$ cat config.mk
export PLATFORM = sky130hd
export DESIGN_NAME = fg_engine
export DESIGN_NICKNAME = d
export VERILOG_FILES = /design/src/rtl/fg_engine_pkg.sv /design/src/rtl/fg_engine_pe.sv /design/src/rtl/fg_engine.sv
export SDC_FILE = /design/constraint.sdc
export NUM_CORES = 1
export LEC_CHECK = 0
export CAP_MARGIN = 10
export CORE_MARGIN = 5
export CORE_UTILIZATION = 57
export CTS_BUF_LIST = sky130_fd_sc_hd__clkbuf_16
export CTS_CLUSTER_DIAMETER = 100
export DETAILED_ROUTE_END_ITERATION = 12
export GPL_TIMING_DRIVEN = 0
export PLACE_DENSITY = 0.83
export SLEW_MARGIN = 0
export SYNTH_ARGS = -nofsm -noshare
export SYNTH_HDL_FRONTEND = slang
export SYNTH_SLANG_ARGS = --single-unit
$ cat constraint.sdc
create_clock -name clk -period 4.9 [get_ports clk]
set_clock_uncertainty 0.1 [all_clocks]
set_input_delay 0.49 -clock clk [delete_from_list [all_inputs] [get_ports clk]]
set_output_delay 0.49 -clock clk [all_outputs]
set_load 0.05 [all_outputs]
$ cat src/rtl/fg_engine_pkg.sv
// fg_engine_pkg -- shared definitions for the folded f/g engine.
//   LLR_W_DEF : default internal LLR width
//   LLR_MAX   : symmetric saturation magnitude, 2^(LLR_W-1)-1
//   state_e   : engine controller states (IDLE/RUN/DRAIN)
//   MODE_F/G  : job mode encodings carried on flag_fg
// Optional build macro used by the engine: FG_ENGINE_PIPE2_EN.
package fg_engine_pkg;

  localparam int unsigned LLR_W_DEF = 8;
  localparam int unsigned LLR_MAX   = (1 << (LLR_W_DEF - 1)) - 1;

  typedef enum logic [1:0] {
    ST_IDLE  = 2'd0,
    ST_RUN   = 2'd1,
    ST_DRAIN = 2'd2
  } state_e;

  localparam logic MODE_F = 1'b1;
  localparam logic MODE_G = 1'b0;

endpackage

$ cat src/rtl/fg_engine_pe.sv
// fg_pe -- one f/g processing lane.
//   mode : MODE_F -> sign(a)^sign(b) applied to min(|a|,|b|)
//          MODE_G -> b+a (s=0) or b-a (s=1), saturated to +/-LLR_MAX
//   a, b : input LLRs (two's complement), s : partial-sum bit
//   res  : saturated lane result
// With FG_ENGINE_PIPE2_EN defined, a register (enabled by en, cleared by
// synchronous rst) splits magnitude-compare/add from sign/saturate, and
// clk/rst/en ports exist; otherwise the lane is purely combinational.
module fg_pe
  import fg_engine_pkg::*;
#(
  parameter int unsigned LLR_W = LLR_W_DEF
) (
`ifdef FG_ENGINE_PIPE2_EN
  input  logic                    clk,
  input  logic                    rst,
  input  logic                    en,
`endif
  input  logic                    mode,
  input  logic                    s,
  input  logic signed [LLR_W-1:0] a,
  input  logic signed [LLR_W-1:0] b,
  output logic signed [LLR_W-1:0] res
);

  localparam logic [LLR_W-1:0]        MAXV = {1'b0, {(LLR_W-1){1'b1}}};
  localparam logic [LLR_W-1:0]        MINV = {1'b1, {(LLR_W-1){1'b0}}};
  localparam logic signed [LLR_W:0]   SMAX = {2'b00, {(LLR_W-1){1'b1}}};
  localparam logic signed [LLR_W:0]   SMIN = -SMAX;

  // First half: magnitudes / wide sum
  logic [LLR_W-1:0]      mag_a, mag_b, pre_mag;
  logic                  pre_sgn;
  logic signed [LLR_W:0] ae, be, pre_sum;

  always_comb begin
    // The most negative code has no positive twin; treat it as LLR_MAX.
    mag_a   = a[LLR_W-1] ? ((a == MINV) ? MAXV : LLR_W'(-a)) : a;
    mag_b   = b[LLR_W-1] ? ((b == MINV) ? MAXV : LLR_W'(-b)) : b;
    pre_mag = (mag_a < mag_b) ? mag_a : mag_b;
    pre_sgn = a[LLR_W-1] ^ b[LLR_W-1];
    ae      = {a[LLR_W-1], a};
    be      = {b[LLR_W-1], b};
    pre_sum = s ? (be - ae) : (be + ae);
  end

  // Second half operands, registered or passed through
  logic                  st_mode, st_sgn;
  logic [LLR_W-1:0]      st_mag;
  logic signed [LLR_W:0] st_sum;

`ifdef FG_ENGINE_PIPE2_EN
  logic                  mode_q, sgn_q;
  logic [LLR_W-1:0]      mag_q;
  logic signed [LLR_W:0] sum_q;

  always_ff @(posedge clk) begin
    if (rst) begin
      mode_q <= 1'b0;
      sgn_q  <= 1'b0;
      mag_q  <= '0;
      sum_q  <= '0;
    end else if (en) begin
      mode_q <= mode;
      sgn_q  <= pre_sgn;
      mag_q  <= pre_mag;
      sum_q  <= pre_sum;
    end
  end

  assign st_mode = mode_q;
  assign st_sgn  = sgn_q;
  assign st_mag  = mag_q;
  assign st_sum  = sum_q;
`else
  assign st_mode = mode;
  assign st_sgn  = pre_sgn;
  assign st_mag  = pre_mag;
  assign st_sum  = pre_sum;
`endif

  logic signed [LLR_W-1:0] mag_s, f_res;
  logic signed [LLR_W:0]   sat;

  always_comb begin
    mag_s = st_mag;
    f_res = st_sgn ? -mag_s : mag_s;
    if (st_sum > SMAX)      sat = SMAX;
    else if (st_sum < SMIN) sat = SMIN;
    else                    sat = st_sum;
    res = (st_mode == MODE_G) ? sat[LLR_W-1:0] : f_res;
  end

endmodule

$ cat src/rtl/fg_engine.sv
// fg_engine -- folded, pipelined f/g engine for the polar SC decoder.
//   clk, rst          : clock, synchronous active-high reset
//   start, flag_fg,
//   len_log2          : job request (accepted in IDLE), mode, log2 output count
//   busy              : job in progress (state != IDLE)
//   in_valid/in_ready : input beat handshake; in_llr = 2*PE_NUM words (a,b per lane),
//                       in_bit = per-lane partial-sum bit
//   out_valid/out_ready: output beat handshake; out_llr = PE_NUM results,
//                       out_mask = valid lanes, out_last = final beat
//   done              : pulse on the final output handshake
// Build macro FG_ENGINE_PIPE2_EN: two-stage datapath (latency 2) instead of
// a single output register (latency 1).
module fg_engine
  import fg_engine_pkg::*;
#(
  parameter int unsigned LLR_W   = LLR_W_DEF,
  parameter int unsigned PE_NUM  = 8,
  parameter int unsigned MAX_LEN = 64,
  parameter int unsigned LW      = $clog2(MAX_LEN) + 1
) (
  input  logic                       clk,
  input  logic                       rst,
  input  logic                       start,
  input  logic                       flag_fg,
  input  logic [LW-1:0]              len_log2,
  output logic                       busy,
  input  logic                       in_valid,
  output logic                       in_ready,
  input  logic [2*PE_NUM*LLR_W-1:0]  in_llr,
  input  logic [PE_NUM-1:0]          in_bit,
  output logic                       out_valid,
  input  logic                       out_ready,
  output logic [PE_NUM*LLR_W-1:0]    out_llr,
  output logic [PE_NUM-1:0]          out_mask,
  output logic                       out_last,
  output logic                       done
);

  localparam int unsigned LOG2_MAX  = $clog2(MAX_LEN);
  localparam int unsigned LOG2_PE   = $clog2(PE_NUM);
  localparam int unsigned MAX_BEATS = MAX_LEN / PE_NUM;
  localparam int unsigned CW        = $clog2(MAX_BEATS) + 1;
  localparam logic [LW-1:0] LOG2_MAX_LW = LW'(LOG2_MAX);
  localparam logic [LW-1:0] LOG2_PE_LW  = LW'(LOG2_PE);

  state_e              state_q, state_d;
  logic [CW-1:0]       cnt_q, cnt_d, beats_m1_q, beats_m1_d;
  logic                mode_q, mode_d;
  logic [PE_NUM-1:0]   mask_q, mask_d;

  logic                       out_valid_q, out_valid_d, out_last_q, out_last_d;
  logic [PE_NUM*LLR_W-1:0]    out_llr_q, out_llr_d;
  logic [PE_NUM-1:0]          out_mask_q, out_mask_d;

  logic adv_o, in_fire, is_last_in, done_w;

  assign adv_o      = !out_valid_q || out_ready;
  assign in_fire    = in_valid && in_ready;
  assign is_last_in = (cnt_q == beats_m1_q);
  assign done_w     = out_valid_q && out_ready && out_last_q && (state_q == ST_DRAIN);

`ifdef FG_ENGINE_PIPE2_EN
  logic v1_q, v1_d, last1_q, last1_d, adv_1;
  assign adv_1    = !v1_q || adv_o;
  assign in_ready = (state_q == ST_RUN) && adv_1;
`else
  assign in_ready = (state_q == ST_RUN) && adv_o;
`endif

  // Job geometry decoded from the request
  logic [LW-1:0]     len_cl;
  logic [CW-1:0]     beats_m1_start;
  logic [PE_NUM-1:0] mask_start;

  always_comb begin
    len_cl = (len_log2 > LOG2_MAX_LW) ? LOG2_MAX_LW : len_log2;
    if (len_cl >= LOG2_PE_LW) begin
      beats_m1_start = (CW'(1) << (len_cl - LOG2_PE_LW)) - CW'(1);
      mask_start     = '1;
    end else begin
      beats_m1_start = '0;
      mask_start     = ~({PE_NUM{1'b1}} << (1 << len_cl));
    end
  end

  always_comb begin
    state_d    = state_q;
    cnt_d      = cnt_q;
    mode_d     = mode_q;
    beats_m1_d = beats_m1_q;
    mask_d     = mask_q;
    unique case (state_q)
      ST_IDLE: begin
        if (start) begin
          state_d    = ST_RUN;
          cnt_d      = '0;
          mode_d     = flag_fg;
          beats_m1_d = beats_m1_start;
          mask_d     = mask_start;
        end
      end
      ST_RUN: begin
        if (in_fire) begin
          cnt_d = cnt_q + CW'(1);
          if (is_last_in) state_d = ST_DRAIN;
        end
      end
      ST_DRAIN: begin
        if (done_w) state_d = ST_IDLE;
      end
      default: state_d = ST_IDLE;
    endcase
  end

  // Lane array
  logic [LLR_W-1:0]        pe_res [PE_NUM];
  logic [PE_NUM*LLR_W-1:0] lanes_masked;

  for (genvar gi = 0; gi < PE_NUM; gi++) begin : g_pe
    fg_pe #(.LLR_W(LLR_W)) u_pe (
`ifdef FG_ENGINE_PIPE2_EN
      .clk  (clk),
      .rst  (rst),
      .en   (adv_1),
`endif
      .mode (mode_q),
      .s    (in_bit[gi]),
      .a    (in_llr[(2*gi)*LLR_W +: LLR_W]),
      .b    (in_llr[(2*gi+1)*LLR_W +: LLR_W]),
      .res  (pe_res[gi])
    );
  end

  // mask_q stays fixed until the job's done, so it is valid for the
  // second stage as well and needs no pipeline copy.
  always_comb begin
    lanes_masked = '0;
    for (int unsigned i = 0; i < PE_NUM; i++) begin
      lanes_masked[i*LLR_W +: LLR_W] = mask_q[i] ? pe_res[i] : '0;
    end
  end

  always_comb begin
    out_valid_d = out_valid_q;
    out_llr_d   = out_llr_q;
    out_mask_d  = out_mask_q;
    out_last_d  = out_last_q;
`ifdef FG_ENGINE_PIPE2_EN
    v1_d    = v1_q;
    last1_d = last1_q;
    if (adv_1) begin
      v1_d = in_fire;
      if (in_fire) last1_d = is_last_in;
    end
    if (adv_o) begin
      out_valid_d = v1_q;
      if (v1_q) begin
        out_llr_d  = lanes_masked;
        out_mask_d = mask_q;
        out_last_d = last1_q;
      end
    end
`else
    if (adv_o) begin
      out_valid_d = in_fire;
      if (in_fire) begin
        out_llr_d  = lanes_masked;
        out_mask_d = mask_q;
        out_last_d = is_last_in;
      end
    end
`endif
  end

  always_ff @(posedge clk) begin
    if (rst) begin
      state_q     <= ST_IDLE;
      cnt_q       <= '0;
      mode_q      <= 1'b0;
      beats_m1_q  <= '0;
      mask_q      <= '0;
      out_valid_q <= 1'b0;
      out_llr_q   <= '0;
      out_mask_q  <= '0;
      out_last_q  <= 1'b0;
`ifdef FG_ENGINE_PIPE2_EN
      v1_q        <= 1'b0;
      last1_q     <= 1'b0;
`endif
    end else begin
      state_q     <= state_d;
      cnt_q       <= cnt_d;
      mode_q      <= mode_d;
      beats_m1_q  <= beats_m1_d;
      mask_q      <= mask_d;
      out_valid_q <= out_valid_d;
      out_llr_q   <= out_llr_d;
      out_mask_q  <= out_mask_d;
      out_last_q  <= out_last_d;
`ifdef FG_ENGINE_PIPE2_EN
      v1_q        <= v1_d;
      last1_q     <= last1_d;
`endif
    end
  end

  assign busy      = (state_q != ST_IDLE);
  assign out_valid = out_valid_q;
  assign out_llr   = out_llr_q;
  assign out_mask  = out_mask_q;
  assign out_last  = out_last_q;
  assign done      = done_w;

endmodule

Word-level counts from Yosys, hierarchy flattened
Cells that the tools add are included.
Widths: inputs -> output; s select.
{"block": "op_classes", "addsub": 43, "shift": 3, "order_cmp": 26, "n_eq_ne": 23, "n_mux": 99, "n_bitwise": 9, "reduce_logical": 14}
{"op": "$mux 8", "n": 81}
{"op": "$neg 8->8", "n": 24}
{"op": "$eq 8x8->1 const B", "n": 16}
{"op": "$add 8x8->9", "n": 8}
{"op": "$gt 9x8->1 const B", "n": 8}
{"op": "$lt 9x8->1 const B", "n": 8}
{"op": "$mux 9", "n": 8}
{"op": "$sub 8x8->9", "n": 8}
{"op": "$lt 8x8->1", "n": 8}
{"op": "$shl 1x7->32 const A", "n": 1}
{"op": "$shl 8x32->8 const A", "n": 1}
{"op": "$mux 4", "n": 3}
{"op": "$mux 2", "n": 4}
{"op": "$ne 2x2->1 const B", "n": 4}
{"op": "$not 8->8", "n": 1}
{"op": "$pmux 4 s2", "n": 1}
{"op": "$xor 1x1->1", "n": 8}
{"op": "$ge 7x2->1 const B", "n": 1}
{"op": "$gt 7x3->1 const B", "n": 1}
{"op": "$mux 7", "n": 1}
{"op": "$shl 1x7->4 const A", "n": 1}
{"op": "$sub 7x2->7 const B", "n": 1}
{"op": "$pmux 2 s3", "n": 1}
{"op": "$logic_and 1x1->1", "n": 5}
{"op": "other kinds (12)", "n": 14}
{"block": "totals", "in_bits": 149, "regBits": 93, "output_inout_bits": 77}

Depth between registers and ports, before layout
{"block": "logic_depth", "depth_word": 9, "ltp_mapped": 23}

Modules after synthesis
Synthesis repeated with hierarchy kept, for this count alone.
{"block": "unflattened", "cells_unflattened": 2409, "hier_area_um2": 17342.9}
{"module": "fg_pe (g_pe[0].u_pe ...)", "cells_each": 248, "area_per_inst_um2": 1725.4, "n_inst": 6}
{"module": "fg_engine", "cells_each": 435, "area_per_inst_um2": 3578.4, "n_inst": 1}
{"module": "fg_pe (g_pe[7].u_pe)", "cells_each": 247, "area_per_inst_um2": 1724.2, "n_inst": 1}
{"module": "fg_pe (g_pe[4].u_pe)", "cells_each": 239, "area_per_inst_um2": 1687.9, "n_inst": 1}

Worst setup path after synthesis
OpenSTA, ideal clock, no wires.
{"block": "synth_timing", "kind": "input to register", "startpoint": "input in_llr[121]", "endpoint": "register out_llr_q[62] (netlist: out_llr[62])", "path_buffers": 2, "setup_ns": 0.095, "required_ns": 4.705, "stages": 19, "arrival_ns": 4.262, "setup_slack_ns": 0.443, "cell_sequence": "inv_1 -> ha_1 -> or4b_1 -> nor4_2 -> nor2b_1 -> ha_1 -> or4b_2 -> o22ai_1 -> a21oi_1 -> nand2b_1 -> buf_2 -> buf_2 -> nand2_1 -> o21ai_0 -> ha_1 -> and4_1 -> a211oi_1 -> xnor2_1 -> a221oi_1"}
{"block": "synth_via", "elab_chain_len": 9, "elab_cells_between_ends": 17, "classes_between": "4 x add/sub; 3 x order compare; 1 x eq/ne; 9 x mux"}
{"item": "from (decl)", "line": "fg_engine.sv:29", "source": "input logic [2*PE_NUM*LLR_W-1:0] in_llr,"}
{"item": "$neg 8->8 or $eq 8x8->1 (tied branches)", "line": "fg_engine_pe.sv:39", "source": "mag_b = b[LLR_W-1] ? ((b == MINV) ? MAXV : LLR_W'(-b)) : b;"}
{"item": "$mux 8 (2 in a row)", "line": "fg_engine_pe.sv:39"}
{"item": "$lt 8x8->1", "line": "fg_engine_pe.sv:40", "source": "pre_mag = (mag_a < mag_b) ? mag_a : mag_b;"}
{"item": "$mux 8", "line": "fg_engine_pe.sv:40"}
{"item": "$neg 8->8", "line": "fg_engine_pe.sv:87", "source": "f_res = st_sgn ? -mag_s : mag_s;"}
{"item": "$mux 8", "line": "fg_engine_pe.sv:87"}
{"item": "$mux 8 (*)", "line": "fg_engine_pe.sv:91", "source": "res = (st_mode == MODE_G) ? sat[LLR_W-1:0] : f_res;"}
{"item": "$mux 8 (*)", "line": "fg_engine.sv:139", "source": "lanes_masked[i*LLR_W +: LLR_W] = mask_q[i] ? pe_res[i] : '0;"}
{"item": "to (signal assigned)", "line": "fg_engine.sv:197", "source": "out_llr_q <= out_llr_d;"}
{"item": "to (decl)", "line": "fg_engine.sv:52", "source": "logic [PE_NUM*LLR_W-1:0] out_llr_q, out_llr_d;"}
Mark *: on every way between the ends. The rest lies on a longest branch, timed or not.
A chain may end at the register's enable or synchronous reset.

Final worst setup path
{"block": "layout_timing", "startpoint": "input in_llr[119]", "endpoint": "register out_llr_q[60] (netlist: out_llr[60])"}
{"block": "layout_via", "elab_chain_len": 9, "elab_cells_between_ends": 18, "classes_between": "4 x add/sub; 3 x order compare; 1 x eq/ne; 9 x mux; 1 x bitwise"}
{"item": "$neg 8->8 or $eq 8x8->1 (tied branches)", "line": "fg_engine_pe.sv:38", "source": "mag_a = a[LLR_W-1] ? ((a == MINV) ? MAXV : LLR_W'(-a)) : a;"}
{"item": "$mux 8 (2 in a row)", "line": "fg_engine_pe.sv:38"}
{"item": "$lt 8x8->1", "line": "fg_engine_pe.sv:40"}
{"item": "$mux 8", "line": "fg_engine_pe.sv:40"}
{"item": "$neg 8->8", "line": "fg_engine_pe.sv:87"}
{"item": "$mux 8", "line": "fg_engine_pe.sv:87"}
{"item": "$mux 8 (*)", "line": "fg_engine_pe.sv:91"}
{"item": "$mux 8 (*)", "line": "fg_engine.sv:139"}
Marks and branches as above.

==> summary.txt <==
Status
  – Status: complete, no violations

Power and ir drop
  – Combinational power share: between 60 and 70%
  – Net Sw Power: ~0.0019 W
  – PD cells: 221 nW/um^2
  – Cell internal pwr: 0.00222 W
  – Clock power frac: between 10% and 20%
  – Leak: a little over 7 nW
  – Register share of total power: roughly a fifth
  – Worst vdd ir: 0.163 mV
  – Switch share: between 40 and 50%

Clock tree
  – Cts hold-fix bufs: 0
  – Clk_lat worst skew: about 360 ps
  – TritonCTS clock tree: yes
  – Clock-pin slew on the worst setup and hold paths: around 70 ps
  – Clock Sinks: 93
  – CTS H-Tree Depth: 3
  – CTS Buffer Depth: 2
  – Total CTS buffers: 9
  – Root Buffer: clkbuf_16

Finish
  – Multi-input logic area: 13100 um^2
  – Sequential cell area: 1860 um^2
  – Layout cells sized above 1: just under 6%
  – Fill cell instance count of the final layout: approximately 2400
  – Area added between synthesis and finish: 18.5%
  – Final-stage net count: around 2700
  – Post-route cell area: between 15000 and 20000 um^2
  – Post-layout util: between 60% and 70%

Global route
  – Largest net degree at the start of global routing: 17
  – GR peak layer: met2
  – Overflow after GRT: 0
  – First-pass GRT wire length: ~81000 um
  – Total GRT Usage: 31.1%
  – M1 GR Usage: between 40% and 50%
  – GR Util met3: under 10%
  – Antenna violations before repair: 3
  – Met2 usage: between 50 and 60%
  – Vias in the first global route: 16000

Route
  – Drt via density: between 6 and 7
  – Wirelength per Cell: between 15 and 20 um
  – Total number of vias: about 18000
  – DR iter-0 viols: around 1600
  – Remaining antenna violation count: 0
  – Iteration count of the initial detailed-routing pass: 5
  – Detailed Route WL: just over 50000 um
  – # DRC: 0

Timing
  – Fin. Hold Viols: 0
  – Final Setup Violations: 0
  – Final Max Tran Viols: 0
  – Slew @ Worst Pin: around 1100 ps
  – Fmax: between 0.2 and 0.25 GHz
  – Hold WS: 357 ps
  – Tcrit/Tclk final: between 90% and 100%
  – RSZ-0062 raised after global routing: yes
  – Final min period: 4790 ps
  – Relative slew slack: between 20 and 25%

Logic synthesis
  – Dominant cell type by area after synthesis: dfxtp_1
  – Syn Nets: between 2000 and 2500
  – Post-synth cell types: roughly 90
  – Top post-synthesis cells by count: nor2_1, a21oi_1, nand2_1
  – Synth warn: 0
  – Synth Instances: between 2000 and 2500
  – Area share of the largest cell type after synthesis: 11.9%
  – Top_reg_cell synth: dfxtp_1
  – Cell area after synthesis: ~16000 um^2
  – Post-Syn Area per Cell: a little over 7 um^2
  – Synthesized flop and latch total: between 90 and 100
  – Post-synth EDFFs: 0
  – Asr flop ratio synth: 0%
  – Top-count cell post-synth: nor2_1
  – Sequential cell area fraction in the yosys report: a little under an eighth
  – Main area contributors after synthesis: dfxtp_1, ha_1, xnor2_1

Floorplanning
  – Initial core utilization: slightly below 60%
  – Chip width: 176 um
  – I/O pins: ~230
  – Die Y: between 150 and 200 um
  – Die ar.: a little over 30000 um^2
  – Core Area: ~27000 um^2
  – Num rows: 60

Setup path
  – Crit-path max FO: 10
  – Crit Path Category: input pin to flip-flop
  – CP startpoint kind: input pin
  – Data required, critical path: roughly 5100 ps
  – FF-to-FF setup slack: roughly 1800 ps
  – Critical Path End Type: flip-flop
  – CP arrival: roughly 5000 ps

Placed design
  – Routability cong.: approximately 0.96
  – DP Area: 18000 um^2
  – Hpwl dp: 41000 um
  – Count of input and output buffers: 191

Min path
  – Hold crit path type: flip-flop to flip-flop

Job
  – Max_cap viols: 0
## per-layer routing
metal,up-vias,wire length [um]
met5,-,34
li1,8494,-
met3,110,4060
met2,808,23800
met4,4,1610
met1,8210,22100
## logic make-up after synthesis
kind of cell,share of synthesized area [%]
xor gates and xnor gates,10.7
and+or+nand+nor,24.4
AOI/OAI and AO/OA,29.0
buffers and inverters,5.36
muxes,4.64
adders and majority gates,13.9
DFF,11.9
## cell usage in the layout, fill, tap and decap left out, drive strengths merged, types with 18 or more instances in the layout
| cell type | n |
|---|---|
| a211oi | 18 |
| a21o | 27 |
| a21oi | 189 |
| a31oi | 30 |
| and2 | 19 |
| buf | 27 |
| clkbuf | 89 |
| clkdlybuf4s50 | 184 |
| dfxtp | 93 |
| ha | 147 |
| inv | 117 |
| maj3 | 18 |
| mux2 | 26 |
| mux2i | 43 |
| nand2 | 176 |
| nand2b | 38 |
| nand3 | 45 |
| nor2 | 196 |
| nor2b | 36 |
| nor3 | 75 |
| nor4 | 26 |
| o211ai | 30 |
| o21a | 27 |
| o21ai | 154 |
| o31ai | 28 |
| or2 | 18 |
| or3 | 24 |
| xnor2 | 133 |
| xor2 | 58 |
## power by group through the flow
stage | sequential, W | combinational [W] | clock [W]
after floorplan | 0.000909 | 0.00172 | 0
after global placement | 0.000844 | 0.00238 | 0
after detailed placement | 0.000844 | 0.00245 | 0
after CTS | 0.000828 | 0.00247 | 0.000720
after global routing | 0.000832 | 0.00278 | 0.000755
final | 0.000829 | 0.00255 | 0.000718
## path summary, 6_finish.rpt
check / startpoint / end / cells past startpoint
setup / recovery: in_llr[119] / out_llr[60]$_SDFFE_PP0P_ / 21
hold / removal: out_mask[1]$_SDFFE_PP0P_ / out_mask[1]$_SDFFE_PP0P_ / 2
setup reg to reg: state_q[0]$_SDFFE_PP0P_ / out_llr[30]$_SDFFE_PP0P_ / 9
hold reg to reg: out_mask[1]$_SDFFE_PP0P_ / out_mask[1]$_SDFFE_PP0P_ / 2
## metrics by stage
step | power (W) | cells | TNS [ps] | setup WS (ps)
global route | 0.00437 | 2740 | -182 | -130
floorplan | 0.00263 | 2184 | 0 | 443
finish | 0.00409 | 2740 | 0 | 111
global placement | 0.00322 | 2716 | -3850 | -677
detailed placement | 0.00329 | 2716 | -6620 | -742
CTS | 0.00402 | 2733 | 0 | 2.85
## sequential cells by signal (all words and copies together) (netlist names)
| signal | cells |
|---|---|
| beats_m1_q | 4 |
| mode_q | 1 |
| out_mask | 8 |
| out_valid | 1 |
| out_llr | 64 |
| cnt_q | 4 |
| state_q | 2 |
| out_last | 1 |
| mask_q | 8 |
## critical path, cell delays in order
cell and delay, ps:
clkdlybuf4s50_1 540, clkbuf_1 350, clkbuf_2 320, o21ai_0 140
a21oi_1 380, ha_1 320, a21o_1 180, a311oi_1 260
a21oi_1 140, nand2b_1 160, buf_2 160, clkbuf_4 210
nand2_1 110, o21ai_2 70, ha_2 220, inv_1 60
nor2_1 50, a311oi_2 290, xor2_1 270, o21ai_0 110
o21ai_1 150
## area by class of cell
cell class | count | area share (%)
multi-input combinational | 1876 | 70.8
timing repair buffer | 198 | 10.6
sequential | 93 | 10.0
inverter | 115 | 2.33
tap | 341 | 2.30
buffer | 100 | 2.23
clock buffer | 9 | 1.21
clock inverter | 7 | 0.398
antenna | 1 | 0.0135
## what timing repair did
action	in CTS	in global routing
gates resized for setup	12	46
endpoints found under the setup margin	6	22
setup buffers	1	6
pin swaps	3	6
Power figures use the tool's default switching activity.
